## src/rtl/alu_dispatch_pkg.sv

```systemverilog
// Shared definitions for the ALU dispatch block: opcodes, flag bit positions,
// the in-flight tag record and the dispatch state encoding.
package alu_dispatch_pkg;

  localparam logic [3:0] OP_SUB   = 4'h0;
  localparam logic [3:0] OP_AND   = 4'h1;
  localparam logic [3:0] OP_ADD   = 4'h2;
  localparam logic [3:0] OP_OR    = 4'h3;
  localparam logic [3:0] OP_XOR   = 4'h4;
  localparam logic [3:0] OP_LSR   = 4'h5;
  localparam logic [3:0] OP_LSL   = 4'h6;
  localparam logic [3:0] OP_ASR   = 4'h7;
  localparam logic [3:0] OP_BREV  = 4'h8;
  localparam logic [3:0] OP_LDILO = 4'h9;
  localparam logic [3:0] OP_MPYHU = 4'hA;
  localparam logic [3:0] OP_MPYHS = 4'hB;
  localparam logic [3:0] OP_MPY   = 4'hC;
  localparam logic [3:0] OP_MOV   = 4'hD;

  // Flag vector layout is {V,N,C,Z}.
  localparam int FLAG_Z = 0;
  localparam int FLAG_C = 1;
  localparam int FLAG_N = 2;
  localparam int FLAG_V = 3;

  // One record per op issued to the ALU; killed marks a flushed op whose
  // result must still be consumed but never written back.
  typedef struct packed {
    logic [4:0] dreg;
    logic       wreg;
    logic       wflags;
    logic       is_mpy;
    logic       killed;
  } tag_t;

  localparam int TAG_W = $bits(tag_t);

  typedef enum logic [0:0] {
    ST_IDLE     = 1'b0,
    ST_MPY_WAIT = 1'b1
  } state_t;

  function automatic logic is_mpy_op(input logic [3:0] op);
    return (op == OP_MPYHU) || (op == OP_MPYHS) || (op == OP_MPY);
  endfunction

endpackage

```

## src/rtl/alu_dispatch_if.sv

```systemverilog
// Bus bundle between the issue stage, the dispatcher and the ALU.
// Handshake: an op transfers on a cycle where i_valid and o_ready are both
// high; o_ready never depends on i_valid, and the issuer holds op fields
// stable while i_valid is high and o_ready low.
interface alu_dispatch_if;
  logic        i_valid;
  logic        o_ready;
  logic [3:0]  i_op;
  logic [31:0] i_a;
  logic [31:0] i_b;
  logic [4:0]  i_dreg;
  logic        i_wreg;
  logic        i_wflags;
  logic        i_flush;
  logic        o_alu_stb;
  logic [3:0]  o_alu_op;
  logic [31:0] o_alu_a;
  logic [31:0] o_alu_b;
  logic [31:0] i_alu_c;
  logic [3:0]  i_alu_f;
  logic        i_alu_valid;
  logic        i_alu_busy;
  logic        o_wb_valid;
  logic [4:0]  o_wb_reg;
  logic [31:0] o_wb_data;
  logic        o_wb_fvalid;
  logic [3:0]  o_wb_flags;
  logic        o_illegal;
  logic [4:0]  o_illegal_reg;
  logic        o_err;
  logic [15:0] o_stall_count;

  modport slave (
    input  i_valid, i_op, i_a, i_b, i_dreg, i_wreg, i_wflags, i_flush,
    input  i_alu_c, i_alu_f, i_alu_valid, i_alu_busy,
    output o_ready, o_alu_stb, o_alu_op, o_alu_a, o_alu_b,
    output o_wb_valid, o_wb_reg, o_wb_data, o_wb_fvalid, o_wb_flags,
    output o_illegal, o_illegal_reg, o_err, o_stall_count
  );

  modport master (
    output i_valid, i_op, i_a, i_b, i_dreg, i_wreg, i_wflags, i_flush,
    output i_alu_c, i_alu_f, i_alu_valid, i_alu_busy,
    input  o_ready, o_alu_stb, o_alu_op, o_alu_a, o_alu_b,
    input  o_wb_valid, o_wb_reg, o_wb_data, o_wb_fvalid, o_wb_flags,
    input  o_illegal, o_illegal_reg, o_err, o_stall_count
  );
endinterface

```

## src/rtl/alu_dispatch_tag_fifo.sv

```systemverilog
// Two-entry FIFO of in-flight op tags. kill_all marks every stored entry as
// killed without changing occupancy. Pops of an empty FIFO are ignored.
module alu_tag_fifo
  import alu_dispatch_pkg::*;
(
  input  logic clk,
  input  logic rst_n,
  input  logic push,
  input  tag_t push_tag,
  input  logic pop,
  input  logic kill_all,
  output tag_t head,
  output logic full,
  output logic empty
);

  tag_t       mem [2];
  logic       rd_ptr;
  logic       wr_ptr;
  logic [1:0] count;
  logic       do_push;
  logic       do_pop;

  assign full    = (count == 2'd2);
  assign empty   = (count == 2'd0);
  assign do_push = push && !full;
  assign do_pop  = pop && !empty;
  assign head    = mem[rd_ptr];

  // Storage, pointers and occupancy; a push written after the kill keeps its own killed bit.
  always_ff @(posedge clk or negedge rst_n) begin
    if (!rst_n) begin
      mem[0] <= '0;
      mem[1] <= '0;
      rd_ptr <= 1'b0;
      wr_ptr <= 1'b0;
      count  <= 2'd0;
    end else begin
      if (kill_all) begin
        mem[0].killed <= 1'b1;
        mem[1].killed <= 1'b1;
      end
      if (do_push) mem[wr_ptr] <= push_tag;
      wr_ptr <= wr_ptr ^ do_push;
      rd_ptr <= rd_ptr ^ do_pop;
      case ({do_push, do_pop})
        2'b10:   count <= count + 2'd1;
        2'b01:   count <= count - 2'd1;
        default: count <= count;
      endcase
    end
  end

endmodule

```

## src/rtl/alu_dispatch.sv

```systemverilog
// ALU dispatch: issues ops to the ALU, tracks in-flight destinations in a tag
// FIFO and turns ALU results into register/flag write-backs.
// Optional feature macro: ALU_DISPATCH_MPY_EN. When undefined, multiply
// opcodes are accepted but reported as illegal instead of being issued.
module alu_dispatch
  import alu_dispatch_pkg::*;
#(
  parameter bit OPT_LOWPOWER = 1'b1
) (
  input  logic            i_clk,
  input  logic            i_reset_n,
  alu_dispatch_if.slave   bus,
  output state_t          dbg_state
);

`ifdef ALU_DISPATCH_MPY_EN
  localparam bit MPY_EN = 1'b1;
`else
  localparam bit MPY_EN = 1'b0;
`endif

  state_t      state;
  state_t      state_nxt;
  tag_t        head;
  tag_t        push_tag;
  logic        full;
  logic        empty;
  logic        is_mpy;
  logic        accept;
  logic        issue;
  logic        pop;
  logic        wb_valid;
  logic        wb_fvalid;
  logic [4:0]  wb_reg;
  logic [31:0] wb_data;
  logic [3:0]  wb_flags;
  logic        illegal;
  logic [4:0]  illegal_reg;
  logic        err;
  logic [15:0] stall_count;

  assign is_mpy      = is_mpy_op(bus.i_op);
  assign bus.o_ready = (state == ST_IDLE) && !bus.i_alu_busy && !bus.i_flush && !full;
  assign accept      = bus.i_valid && bus.o_ready;
  assign issue       = accept && (MPY_EN || !is_mpy);
  assign pop         = bus.i_alu_valid && !empty;

  assign bus.o_alu_stb = issue;
  assign bus.o_alu_op  = (OPT_LOWPOWER && !issue) ? 4'd0  : bus.i_op;
  assign bus.o_alu_a   = (OPT_LOWPOWER && !issue) ? 32'd0 : bus.i_a;
  assign bus.o_alu_b   = (OPT_LOWPOWER && !issue) ? 32'd0 : bus.i_b;

  assign push_tag = '{dreg: bus.i_dreg, wreg: bus.i_wreg, wflags: bus.i_wflags,
                      is_mpy: is_mpy, killed: 1'b0};

  alu_tag_fifo u_tag_fifo (
    .clk      (i_clk),
    .rst_n    (i_reset_n),
    .push     (issue),
    .push_tag (push_tag),
    .pop      (pop),
    .kill_all (bus.i_flush),
    .head     (head),
    .full     (full),
    .empty    (empty)
  );

  // State register.
  always_ff @(posedge i_clk or negedge i_reset_n) begin
    if (!i_reset_n) state <= ST_IDLE;
    else            state <= state_nxt;
  end

  // Next state: wait for the multiply's own result; leave on the pop of its tag.
  always_comb begin
    state_nxt = state;
    case (state)
      ST_IDLE:     if (issue && is_mpy) state_nxt = ST_MPY_WAIT;
      ST_MPY_WAIT: if (pop && head.is_mpy) state_nxt = ST_IDLE;
      default:     state_nxt = ST_IDLE;
    endcase
  end

  // Write-back, illegal-op pulse, sticky error and stall counter; a flush in
  // the result cycle squashes that result as well.
  always_ff @(posedge i_clk or negedge i_reset_n) begin
    if (!i_reset_n) begin
      wb_valid    <= 1'b0;
      wb_fvalid   <= 1'b0;
      wb_reg      <= 5'd0;
      wb_data     <= 32'd0;
      wb_flags    <= 4'd0;
      illegal     <= 1'b0;
      illegal_reg <= 5'd0;
      err         <= 1'b0;
      stall_count <= 16'd0;
    end else begin
      wb_valid  <= pop && head.wreg && !head.killed && !bus.i_flush;
      wb_fvalid <= pop && head.wflags && !head.killed && !bus.i_flush;
      if (pop) begin
        wb_reg   <= head.dreg;
        wb_data  <= bus.i_alu_c;
        wb_flags <= bus.i_alu_f;
      end
      if (bus.i_alu_valid && empty) err <= 1'b1;
      illegal <= accept && is_mpy && !MPY_EN;
      if (accept && is_mpy && !MPY_EN) illegal_reg <= bus.i_dreg;
      if (bus.i_valid && !bus.o_ready && (stall_count != 16'hFFFF))
        stall_count <= stall_count + 16'd1;
    end
  end

  assign bus.o_wb_valid    = wb_valid;
  assign bus.o_wb_fvalid   = wb_fvalid;
  assign bus.o_wb_reg      = wb_reg;
  assign bus.o_wb_data     = wb_data;
  assign bus.o_wb_flags    = wb_flags;
  assign bus.o_illegal     = illegal;
  assign bus.o_illegal_reg = illegal_reg;
  assign bus.o_err         = err;
  assign bus.o_stall_count = stall_count;
  assign dbg_state         = state;

endmodule

```

## src/flat_wrapper.sv

```systemverilog
// flat-port wrapper written by rule: the top's interface ports become plain ports
module alu_dispatch_flat import alu_dispatch_pkg::*;
#(
  parameter bit OPT_LOWPOWER = 1'b1
)
  (i_clk, i_reset_n, dbg_state, bus_i_valid, bus_i_op, bus_i_a, bus_i_b, bus_i_dreg, bus_i_wreg, bus_i_wflags, bus_i_flush, bus_i_alu_c, bus_i_alu_f, bus_i_alu_valid, bus_i_alu_busy, bus_o_ready, bus_o_alu_stb, bus_o_alu_op, bus_o_alu_a, bus_o_alu_b, bus_o_wb_valid, bus_o_wb_reg, bus_o_wb_data, bus_o_wb_fvalid, bus_o_wb_flags, bus_o_illegal, bus_o_illegal_reg, bus_o_err, bus_o_stall_count);
  alu_dispatch_if bus_i ();
  input  logic i_clk;
  input  logic i_reset_n;
  output state_t dbg_state;
  input wire logic [$bits(bus_i.i_valid)-1:0] bus_i_valid;
  input wire logic [$bits(bus_i.i_op)-1:0] bus_i_op;
  input wire logic [$bits(bus_i.i_a)-1:0] bus_i_a;
  input wire logic [$bits(bus_i.i_b)-1:0] bus_i_b;
  input wire logic [$bits(bus_i.i_dreg)-1:0] bus_i_dreg;
  input wire logic [$bits(bus_i.i_wreg)-1:0] bus_i_wreg;
  input wire logic [$bits(bus_i.i_wflags)-1:0] bus_i_wflags;
  input wire logic [$bits(bus_i.i_flush)-1:0] bus_i_flush;
  input wire logic [$bits(bus_i.i_alu_c)-1:0] bus_i_alu_c;
  input wire logic [$bits(bus_i.i_alu_f)-1:0] bus_i_alu_f;
  input wire logic [$bits(bus_i.i_alu_valid)-1:0] bus_i_alu_valid;
  input wire logic [$bits(bus_i.i_alu_busy)-1:0] bus_i_alu_busy;
  output wire logic [$bits(bus_i.o_ready)-1:0] bus_o_ready;
  output wire logic [$bits(bus_i.o_alu_stb)-1:0] bus_o_alu_stb;
  output wire logic [$bits(bus_i.o_alu_op)-1:0] bus_o_alu_op;
  output wire logic [$bits(bus_i.o_alu_a)-1:0] bus_o_alu_a;
  output wire logic [$bits(bus_i.o_alu_b)-1:0] bus_o_alu_b;
  output wire logic [$bits(bus_i.o_wb_valid)-1:0] bus_o_wb_valid;
  output wire logic [$bits(bus_i.o_wb_reg)-1:0] bus_o_wb_reg;
  output wire logic [$bits(bus_i.o_wb_data)-1:0] bus_o_wb_data;
  output wire logic [$bits(bus_i.o_wb_fvalid)-1:0] bus_o_wb_fvalid;
  output wire logic [$bits(bus_i.o_wb_flags)-1:0] bus_o_wb_flags;
  output wire logic [$bits(bus_i.o_illegal)-1:0] bus_o_illegal;
  output wire logic [$bits(bus_i.o_illegal_reg)-1:0] bus_o_illegal_reg;
  output wire logic [$bits(bus_i.o_err)-1:0] bus_o_err;
  output wire logic [$bits(bus_i.o_stall_count)-1:0] bus_o_stall_count;
  assign bus_i.i_valid = bus_i_valid;
  assign bus_i.i_op = bus_i_op;
  assign bus_i.i_a = bus_i_a;
  assign bus_i.i_b = bus_i_b;
  assign bus_i.i_dreg = bus_i_dreg;
  assign bus_i.i_wreg = bus_i_wreg;
  assign bus_i.i_wflags = bus_i_wflags;
  assign bus_i.i_flush = bus_i_flush;
  assign bus_i.i_alu_c = bus_i_alu_c;
  assign bus_i.i_alu_f = bus_i_alu_f;
  assign bus_i.i_alu_valid = bus_i_alu_valid;
  assign bus_i.i_alu_busy = bus_i_alu_busy;
  assign bus_o_ready = bus_i.o_ready;
  assign bus_o_alu_stb = bus_i.o_alu_stb;
  assign bus_o_alu_op = bus_i.o_alu_op;
  assign bus_o_alu_a = bus_i.o_alu_a;
  assign bus_o_alu_b = bus_i.o_alu_b;
  assign bus_o_wb_valid = bus_i.o_wb_valid;
  assign bus_o_wb_reg = bus_i.o_wb_reg;
  assign bus_o_wb_data = bus_i.o_wb_data;
  assign bus_o_wb_fvalid = bus_i.o_wb_fvalid;
  assign bus_o_wb_flags = bus_i.o_wb_flags;
  assign bus_o_illegal = bus_i.o_illegal;
  assign bus_o_illegal_reg = bus_i.o_illegal_reg;
  assign bus_o_err = bus_i.o_err;
  assign bus_o_stall_count = bus_i.o_stall_count;
  alu_dispatch #(.OPT_LOWPOWER(OPT_LOWPOWER)) u_core (.i_clk(i_clk), .i_reset_n(i_reset_n), .bus(bus_i), .dbg_state(dbg_state));
endmodule
```

## config.mk

```make
export PLATFORM = sky130hd
export DESIGN_NAME = alu_dispatch_flat
export DESIGN_NICKNAME = d
export VERILOG_FILES = /design/src/rtl/alu_dispatch_pkg.sv /design/src/rtl/alu_dispatch_if.sv /design/src/rtl/alu_dispatch_tag_fifo.sv /design/src/rtl/alu_dispatch.sv /design/src/flat_wrapper.sv
export SDC_FILE = /design/constraint.sdc
export NUM_CORES = 1
export LEC_CHECK = 0
export BUFFER_PORTS_ARGS = -buffer_cell sky130_fd_sc_hd__buf_2
export CAP_MARGIN = 20
export CORE_MARGIN = 3
export CORE_UTILIZATION = 43
export DETAILED_ROUTE_END_ITERATION = 16
export GPL_TIMING_DRIVEN = 1
export PLACE_DENSITY = 0.8
export SLEW_MARGIN = 10
export SYNTH_ARGS = -nofsm -noshare
export SYNTH_HDL_FRONTEND = slang
export SYNTH_SLANG_ARGS = --single-unit
```

## constraint.sdc

```tcl
create_clock -name i_clk -period 2.45 [get_ports i_clk]
set_input_delay 0.245 -clock i_clk [delete_from_list [all_inputs] [get_ports i_clk]]
set_output_delay 0.245 -clock i_clk [all_outputs]
set_load 0.005 [all_outputs]
```

==> key figures, run 1 <==
Place
  – Final HPWL DP: 9884 um
  – DP Area: 0.005598 mm2
  – GP Congestion: 0.9571
  – Number of port buffers: 253

Yosys
  – Most frequent cell after synthesis: dfrtp_1
  – Syn Area/Cell: 12.28 um2
  – Mapped Area: 0.004189 mm2
  – Predominant post-synthesis flop cell: dfrtp_1
  – FF+latch count, synth: 89
  – Syn_nets: 462
  – EDFF count, synth: 0
  – Netlist cell types: 38
  – Cells after Synth: 341
  – Ys async rst share: 100.0%
  – Post-synthesis sequential area ratio: 53.17%
  – Post-synth top area share: 53.17%
  – Top cells by area, synth: dfrtp_1 (53%), mux2_2 (16%), and2_1 (10%)
  – Synth area leader: dfrtp_1
  – Post-synth top cells: dfrtp_1 (89), and2_1 (68), mux2_2 (60)
  – Yosys synthesis warning count: 0

STA
  – Final setup viols: 0
  – Max-slew violation count: 0
  – Hold Violations, Final: 0
  – FMAX: 0.4387 GHz
  – Clock skew: 0.01484 ns
  – Final min period: 2.279 ns
  – Worst slew margin: 54.16%
  – Worst Tran Pin Value: 0.6853 ns
  – Final worst-path cycle share: 93.03%

Power and ir drop
  – Clock power share: 20.1%
  – Combinational share of power: 34.0%
  – LEAKAGE: 3.130 nW
  – Pwr Density: 908.5 mW/mm2
  – Tot Pwr: 5.302 mW
  – Peak supply drop: 0.0007172 V
  – Net Switching: 1.653 mW
  – Seq pwr share: 45.9%
  – Sw frac: 31.18%
  – Internal power: 3.649 mW

Final layout
  – Max reg flops: 32
  – Nets@finish: 717
  – Area taken by flip-flops and latches: 0.002227 mm2
  – Final instance area: 0.005836 mm2
  – Fillers: 816
  – Final Util: 62.27%
  – Area Overhead vs Synth: 39.31%
  – Layout cells sized above 1: 57.40%
  – Area of the multi-input gates: 0.001872 mm2

Critical path
  – Req. time, crit path: 2.20 ns
  – Slowest CP cell: dfrtp_1
  – Worst path cell trace: nor2b_4 -> nor4_4 -> and3_4 -> buf_4 -> and2_1 -> buf_2
  – Crit. End Element: output port
  – Worst Path Arrival: 2.03 ns
  – Crit Path Max Fanout: 24
  – Startpoint types: flip-flop
  – Critical path type: reg2out
  – Crit-path max cell delay: 0.45 ns

Floorplan
  – Cell Rows: 35
  – Starting Density: 44.70%
  – I/O Pins: 254
  – Die Wd: 104.7 um
  – Die ar.: 0.01096 mm2
  – Core footprint: 0.009371 mm2
  – Die H: 104.7 um

Clocking
  – Worst-path clk slew: 0.09 ns
  – H-tree Lvls: 3
  – Clk root buf: clkbuf_8
  – CTS tree: yes
  – CTS Buf Count: 9
  – Post-CTS setup buffers: 0
  – Clk_lat worst skew: 0.35 ns
  – CTS sink cnt: 89
  – Max clock buf depth: 2

Global route
  – GR Overflow Total: 0
  – Largest net degree at the start of global routing: 90
  – Initial antenna violation count: 1
  – Vias in the first global route: 3,837
  – First-pass GRT wire length: 19,730 um
  – Total GRT Usage: 22.60%

Status
  – Outcome: completed

Routing
  – DRC: 0
  – Final wirelength: 12,590 um
  – DR WL/cell: 17.23 um
  – Initial drt markers: 157
  – Vias per cell: 4.912
  – Antenna Violating Nets Remaining: 0
  – Initial DRT Pass Iterations: 4
  – Vias: 3,591

Job
  – Maximum capacitance violations: 0

Hold path
  – Worst Hold Class: in2reg
[cells by family (layout without fill, tap and decap cells)]
kind of cell               Yosys count  in the layout  synth area share [%]
muxes                               69             69                 18.40
and+or+nand+nor                    127            128                 18.70
xor gates and xnor gates            17             17                 3.555
other                                0              1                     0
buffers and inverters               22            281                 2.718
adders and majority gates            4              4                 1.195
DFF                                 89             89                 53.17
AOI/OAI and AO/OA                   13             13                 2.270
[timing repair]
item | 4_1_cts | 5_1_grt
setup endpoints to repair | 0 | 54
resized for setup | 0 | 2
endpoints found under the hold margin | 89 | 0
hold buffers | 1 | 0
[power by group through the flow]
stage               Clock, mW  Sequential [mW]  Combinational (mW)
finish                   1.07             2.43                1.80
global route             1.17             2.51                1.99
CTS                      1.10             2.43                1.83
detailed placement          0             2.46                1.82
global placement            0             2.41                1.76
floorplan                   0             2.43               0.976
[cell type report]
| type | count | share of cell area, % |
|---|---|---|
| clock inverter | 6 | 1.415 |
| tap | 129 | 2.766 |
| sequential | 89 | 38.16 |
| timing repair buffer | 261 | 23.09 |
| antenna | 1 | 0.04288 |
| multi-input combinational | 231 | 32.08 |
| clock buffer | 10 | 2.187 |
| inverter | 4 | 0.2573 |
[per-layer routing]
layer / wire (um) / GRT usage, %
met5: 0 / 0
met4: 349 / 8.716
met3: 920 / 6.671
met2: 6320 / 39.48
met1: 5001 / 26.10
[layout by cell type, fill, tap and decap left out, types with 5 or more instances in the layout]
master and count:
nor4_1 5, buf_2 252, o21ai_0 6, nand3_1 5, mux2i_1 8, dfrtp_1 89, nor3_1 7, clkbuf_8 9
mux2_2 60, nand2_1 13, xor2_1 14, nor2_1 7, and2_1 68, buf_4 6
[worst paths after layout]
kind                                                  from                           to  slack (ns)  cells after the start
min in group asynchronous                        i_reset_n  u_core.bus.o_stall_count[6]        0.45                      3
worst max-delay path            u_core.u_tag_fifo.count[1]              bus_o_alu_b[14]        0.17                      6
worst min register to register            u_core.bus.o_err             u_core.bus.o_err        0.46                      1
worst min-delay path                       bus_i_alu_c[12]     u_core.bus.o_wb_data[12]        0.12                      2
worst max register to register  u_core.u_tag_fifo.count[1]     u_core.u_tag_fifo.mem[1]        0.36                      5
max in group asynchronous                        i_reset_n             u_core.dbg_state        1.61                      3
[through the flow]
step / worst slack (ns) / setup TNS (ns) / hold slack (ns) / instances
2_1_floorplan: 0.3809 / 0 / -0.05059 / 341
3_3_place_gp: 0.3466 / 0 / 0.3139 / 712
3_5_place_dp: 0.2447 / 0 / 0.3227 / 712
4_1_cts: 0.003063 / 0 / 0.1075 / 729
5_1_grt: -0.01097 / -0.01097 / 0.1044 / 731
6_report: 0.1707 / 0 / 0.1217 / 731
[critical path, delay by kind of cell (launching register included)]
family / cells / cell delay [ns]
simple gates: 4 / 0.89
buf+inv: 2 / 0.35
flops: 1 / 0.45
(Power assumes the default switching activity.)
==> run 2: changes to the inputs <==
- RECOVER_POWER: unset -> 25
==> key figures, run 2 (synthesized netlist as in run 1, its figures left out) <==
Status
  – Outcome: completed

Power and ir drop
  – Peak supply drop: 0.0007164 V (-0.11%)
  – LEAKAGE: 3.125 nW (-0.16%)
  – Pwr Density: 909.8 mW/mm2 (+0.14%)

Final layout
  – Fillers: 818 (+0.25%)
  – Final instance area: 0.005823 mm2 (-0.21%)
  – Max reg flops: 32 (unchanged)
  – Area Overhead vs Synth: 39.01%
  – Most frequent cells in the layout: buf_2 (252), dfrtp_1 (89), and2_1 (68)
  – Commonest non-fill, non-tap cell in the layout: buf_2
  – Layout cells sized above 1: 57.40% (unchanged)
  – Nets@finish: 717 (unchanged)

Routing
  – Vias: 3,603 (+0.33%)
  – Antenna Violating Nets Remaining: 0 (unchanged)
  – Vias per cell: 4.929 (+0.33%)
  – Initial drt markers: 162 (+3.2%)
  – Initial DRT Pass Iterations: 4 (unchanged)
  – DR WL/cell: 17.25 um (+0.16%)
  – Final wirelength: 12,610 um (+0.16%)
  – DRC: 0 (unchanged)

Global route
  – Initial antenna violation count: 1 (unchanged)
  – Vias in the first global route: 3,837 (unchanged)
  – First-pass GRT wire length: 19,730 um (unchanged)
  – Total GRT Usage: 22.60% (unchanged)
  – Largest net degree at the start of global routing: 90 (unchanged)
  – GR Overflow Total: 0 (unchanged)

Floorplan
  – I/O Pins: 254 (unchanged)
  – Die Wd: 104.7 um (unchanged)
  – Die ar.: 0.01096 mm2 (unchanged)
  – Core footprint: 0.009371 mm2 (unchanged)
  – Starting Density: 44.70% (unchanged)
  – Die H: 104.7 um (unchanged)
  – Cell Rows: 35 (unchanged)

Critical path
  – Worst Path Arrival: 2.04 ns (about the same)
  – Crit Path Max Fanout: 24 (unchanged)
  – Slowest CP cell: dfrtp_1
  – Crit. End Element: output port
  – Worst path cell trace: nor2b_4 -> nor4_4 -> and3_4 -> buf_4 -> and2_1 -> buf_2
  – Delay-heaviest family, CP: simple AND/OR/NAND/NOR gates
  – FF-to-FF path depth: 5 (unchanged)
  – Req. time, crit path: 2.20 ns (about the same)
  – Worst path buffer plus inverter count: 2 (unchanged)
  – Levels on crit path: 6 (unchanged)
  – Critical path type: reg2out
  – Crit-path max cell delay: 0.45 ns (about the same)
  – Startpoint types: flip-flop

Clocking
  – CTS Buf Count: 9 (unchanged)
  – Post-CTS setup buffers: 0 (unchanged)
  – CTS sink cnt: 89 (unchanged)
  – Clk root buf: clkbuf_8
  – CTS tree: yes
  – Worst-path clk slew: 0.09 ns (about the same)
  – H-tree Lvls: 3 (unchanged)
  – Clk_lat worst skew: 0.35 ns (about the same)
  – Max clock buf depth: 2 (unchanged)

Place
  – DP Area: 0.005598 mm2 (unchanged)
  – Number of port buffers: 253 (unchanged)
  – GP Congestion: 0.9571 (unchanged)
  – Final HPWL DP: 9884 um (unchanged)

Hold path
  – Number of instances on the worst hold path: 2 (unchanged)
  – Worst Hold Class: in2reg

STA
  – Final setup viols: 0 (unchanged)
  – Worst slew margin: 21.29% (-33 points)
  – Setup TNS: 0 ns (unchanged)
  – Worst Tran Pin Value: 1.181 ns (+0.4953 ns)
  – Final worst-path cycle share: 93.10% (about the same)
  – Max-slew violation count: 0 (unchanged)
  – FMAX: 0.4384 GHz (about the same)
  – Clock skew: 0.01581 ns (+0.0009619 ns)
  – Hold Violations, Final: 0 (unchanged)
  – Final min period: 2.281 ns (+0.001638 ns)

Job
  – Maximum capacitance violations: 0 (unchanged)
==> run 2: cell types whose count changed in the layout (fill, tap and decap cells not counted), sizes merged <==
cell / before / now
buf: 260 / 258
clkbuf: 10 / 12
==> run 2: layer usage <==
metal / vias up / wire length, um / global-route usage, %
met5: - / 0 / 0
met4: 0 / 350 / 8.716
met1: 1740 / 4961 / 26.10
met2: 175 / 6373 / 39.48
li1: 1663 / - / -
met3: 25 / 926 / 6.671
==> run 2: stage by stage <==
stage	utilization [%]	power, mW	setup WS (ns)	std cells	hold slack [ns]
final	62.14	5.298	0.1691	731	0.1211
after detailed placement	59.73	4.279	0.2447	712	0.3227
after global routing	62.14	5.666	-0.01097	731	0.1044
after global placement	59.73	4.169	0.3466	712	0.3139
after CTS	62.08	5.361	0.003063	729	0.1075
after floorplan	-	3.410	0.3809	341	-0.05059
==> run 2: power breakdown <==
part,total (mW),internal [mW],leakage [nW],switching (mW)
logic,1.80,1.02,1.94,0.774
clock network,1.07,0.570,0.106,0.497
registers,2.43,2.05,1.07,0.381
total,5.30,3.65,3.13,1.65
==> run 2: worst paths after layout <==
check | to | start | slack (ns)
worst min register to register | u_core.bus.o_err | u_core.bus.o_err | 0.46
worst max register to register | u_core.u_tag_fifo.mem[6] | u_core.u_tag_fifo.count[1] | 0.36
min in group asynchronous | u_core.bus.o_stall_count[5] | i_reset_n | 0.80
worst max-delay path | bus_o_alu_b[14] | u_core.u_tag_fifo.count[1] | 0.17
max in group asynchronous | u_core.dbg_state | i_reset_n | 0.90
worst min-delay path | u_core.bus.o_wb_data[12] | bus_i_alu_c[12] | 0.12
==> run 2: layout make-up <==
type / instances / area, um2 / area share, %
diodes: 1 / 2.502 / 0.04297
clock buffers: 10 / 127.6 / 2.192
clock inverters: 6 / 82.58 / 1.418
inverters: 4 / 15.01 / 0.2578
multi-input cells: 231 / 1872 / 32.14
flip-flops and latches: 89 / 2227 / 38.25
well taps: 129 / 161.4 / 2.772
repair buffers: 261 / 1335 / 22.93
==> run 2: timing repair <==
item	in CTS	in global routing
resized for setup	0	2
endpoints found under the setup margin	0	54
endpoints found under the hold margin	89	0
hold buffers	1	0
==> run 3: changes to the inputs <==
==> constraint.sdc (replaced) <==
create_clock -name i_clk -period 2.45 [get_ports i_clk]
set_input_delay 0.49 -clock i_clk [delete_from_list [all_inputs] [get_ports i_clk]]
set_output_delay 0.49 -clock i_clk [all_outputs]
set_load 0.005 [all_outputs]
==> key figures, run 3 (synthesized netlist as in run 1, its figures left out) <==
Final layout
  – Layout cells sized above 1: 58.00% (+0.60 points)
  – Nets@finish: 716 (-0.14%)
  – Area Overhead vs Synth: 39.75%
  – Max reg flops: 32 (unchanged)
  – Commonest non-fill, non-tap cell in the layout: buf_2
  – Most frequent cells in the layout: buf_2 (253), dfrtp_1 (87), and2_1 (68)
  – Fillers: 818 (unchanged)
  – Antenna cells: 0 (-1)
  – Non-filler cells, final: 729 (-0.27%)

Critical path
  – Delay-heaviest family, CP: simple AND/OR/NAND/NOR gates
  – Req. time, crit path: 1.96 ns (-0.24 ns)
  – Reg2reg end: u_core.u_tag_fifo.mem[10]
  – Levels on crit path: 6 (unchanged)
  – Crit-path max cell delay: 0.46 ns (about the same)
  – Worst path cell trace: nor2b_4 -> nor4_4 -> and3_2 -> buf_12 -> and2_1 -> buf_2
  – Critical path type: reg2out
  – Reg2reg start: u_core.u_tag_fifo.count[1]
  – Slowest CP cell: dfrtp_2
  – FF-to-FF path depth: 6 (+1)
  – Crit. End Element: output port
  – Worst Setup SP: u_core.u_tag_fifo.count[1]
  – Reg-to-reg slack, setup: 0.31 ns (-0.05 ns)
  – Worst path buffer plus inverter count: 2 (unchanged)
  – Critical path endpoint: bus_o_alu_b[27]
  – Crit Path Max Fanout: 44 (+83%)
  – Startpoint types: flip-flop
  – Worst Path Arrival: 1.88 ns (-0.16 ns)

Clocking
  – Clk root buf: clkbuf_8
  – Clk_lat worst skew: 0.35 ns (about the same)
  – Worst-path clk slew: 0.09 ns (about the same)
  – Max clock buf depth: 2 (unchanged)
  – Post-CTS setup buffers: 0 (unchanged)
  – Post-CTS sizing: 2 (+2)
  – CTS Buf Count: 9 (unchanged)
  – CTS sink cnt: 89 (unchanged)
  – CTS tree: yes
  – H-tree Lvls: 3 (unchanged)
  – Number of hold buffers added after cts: 0 (-1)

STA
  – Final setup viols: 0 (unchanged)
  – Final worst-path cycle share: 96.82% (+3.7 points)
  – Setup TNS: 0 ns (unchanged)
  – Unrepaired setup endpoints after global routing: false
  – Worst Tran Pin Value: 1.895 ns (+0.7143 ns)
  – Worst slew margin: -26.33% (-48 points)
  – Final min period: 2.372 ns (+0.09122 ns)
  – Max-slew violation count: 90 (+90)
  – Clock skew: 0.01309 ns (-0.002712 ns)
  – Hold Violations, Final: 0 (unchanged)
  – FMAX: 0.4216 GHz (-3.8%)

Place
  – GP Congestion: 0.8591 (-10%)
  – Post-Place Cells: 713 (+0.14%)
  – Number of port buffers: 253 (unchanged)
  – Final HPWL DP: 9636 um (-2.5%)

Routing
  – Vias: 3,528 (-2.1%)
  – Initial DRT Pass Iterations: 4 (unchanged)
  – Vias per cell: 4.840 (-1.8%)
  – Antenna Violating Nets Remaining: 0 (unchanged)
  – Initial drt markers: 174 (+7.4%)
  – DR WL/cell: 16.90 um (-2.1%)
  – Final wirelength: 12,320 um (-2.3%)
  – DRC: 0 (unchanged)

Global route
  – Largest net degree at the start of global routing: 90 (unchanged)
  – Initial antenna violation count: 0 (-1)
  – First-pass GRT wire length: 19,120 um (-3.1%)
  – Vias in the first global route: 3,661 (-4.6%)
  – GR Overflow Total: 0 (unchanged)
  – Total GRT Usage: 21.93% (-0.67 points)

Power and ir drop
  – Internal power: 3.724 mW (+2.1%)
  – Peak supply drop: 0.0007432 V (+3.7%)
  – Net Switching: 1.668 mW (+0.98%)
  – LEAKAGE: 3.135 nW (+0.32%)
  – Combinational share of power: 33.2% (-0.7 points)
  – Sw frac: 30.93% (-0.25 points)
  – Clock power share: 21.3% (+1.2 points)
  – Seq pwr share: 45.4% (-0.5 points)
  – Tot Pwr: 5.392 mW (+1.8%)
  – Pwr Density: 921.0 mW/mm2 (+1.2%)

Floorplan
  – Die ar.: 0.01096 mm2 (unchanged)
  – Die H: 104.7 um (unchanged)
  – Die Wd: 104.7 um (unchanged)
  – I/O Pins: 254 (unchanged)
  – Cell Rows: 35 (unchanged)
  – Core footprint: 0.009371 mm2 (unchanged)
  – Starting Density: 44.70% (unchanged)

Hold path
  – Worst Hold Class: in2reg

Status
  – Failing checks: max-capacitance violations, max-slew violations
  – Outcome: complete, but fails checks

Job
  – Maximum capacitance violations: 1 (+1)
-- run 3: changes by cell type in the layout (fill, tap and decap cells not counted) --
cell | previous run | this run
buf_2 | 252 | 253
inv_6 | 0 | 2
dfrtp_2 | 0 | 2
clkbuf_4 | 2 | 0
buf_6 | 1 | 0
and3_4 | 1 | 0
buf_12 | 0 | 2
diode_2 | 1 | 0
clkinv_2 | 3 | 0
clkbuf_1 | 1 | 0
dfrtp_1 | 89 | 87
buf_4 | 5 | 6
dlygate4sd3_1 | 1 | 0
clkbuf_8 | 9 | 11
-- run 3: stage by stage --
step | hold WS, ns | cell area, um2 | setup WS (ns) | util [%]
after detailed placement | 0.4434 | 5618 | 0.1443 | 59.95
after floorplan | 0.1944 | 4189 | 0.3067 | -
after global placement | 0.4345 | 5618 | 0.1722 | 59.95
after global routing | 0.3504 | 5854 | 0.007861 | 62.47
final | 0.3663 | 5854 | 0.07788 | 62.47
after CTS | 0.1784 | 5862 | 0.01272 | 62.55
-- run 3: power groups by stage --
stage	logic, mW	registers, mW	clock network [mW]
after floorplan	0.976	2.43	0
after global placement	1.75	2.42	0
after detailed placement	1.82	2.47	0
after CTS	1.83	2.45	1.18
after global routing	1.98	2.53	1.25
final	1.79	2.45	1.15
-- run 3: layer usage --
metal  share of wire (%)  track usage [%]
met5                   0                0
met4                 2.0            6.654
met3                 6.5            5.065
met2                  52            39.39
met1                  40            26.09
-- run 3: worst min-delay path by stage --
stage	startpoint	end	slack, ns	depth (start not counted)
after floorplan	i_reset_n	u_core.bus.o_err	0.19	0
after global placement	u_core.bus.o_err	u_core.bus.o_err	0.43	1
after detailed placement	u_core.bus.o_err	u_core.bus.o_err	0.44	1
after CTS	i_reset_n	u_core.bus.o_stall_count[12]	0.18	2
after global routing	bus_i_alu_f[0]	u_core.bus.o_wb_flags[0]	0.35	2
final	bus_i_alu_c[10]	u_core.bus.o_wb_data[10]	0.37	2
-- run 3: layout make-up --
class,count,area [um2],area share [%]
clock buffer,11,151.4,2.586
multi-input combinational,230,1861,31.78
inverter,4,15.01,0.2565
sequential,89,2230,38.09
tap,129,161.4,2.757
timing repair buffer,261,1351,23.08
clock inverter,5,85.08,1.453
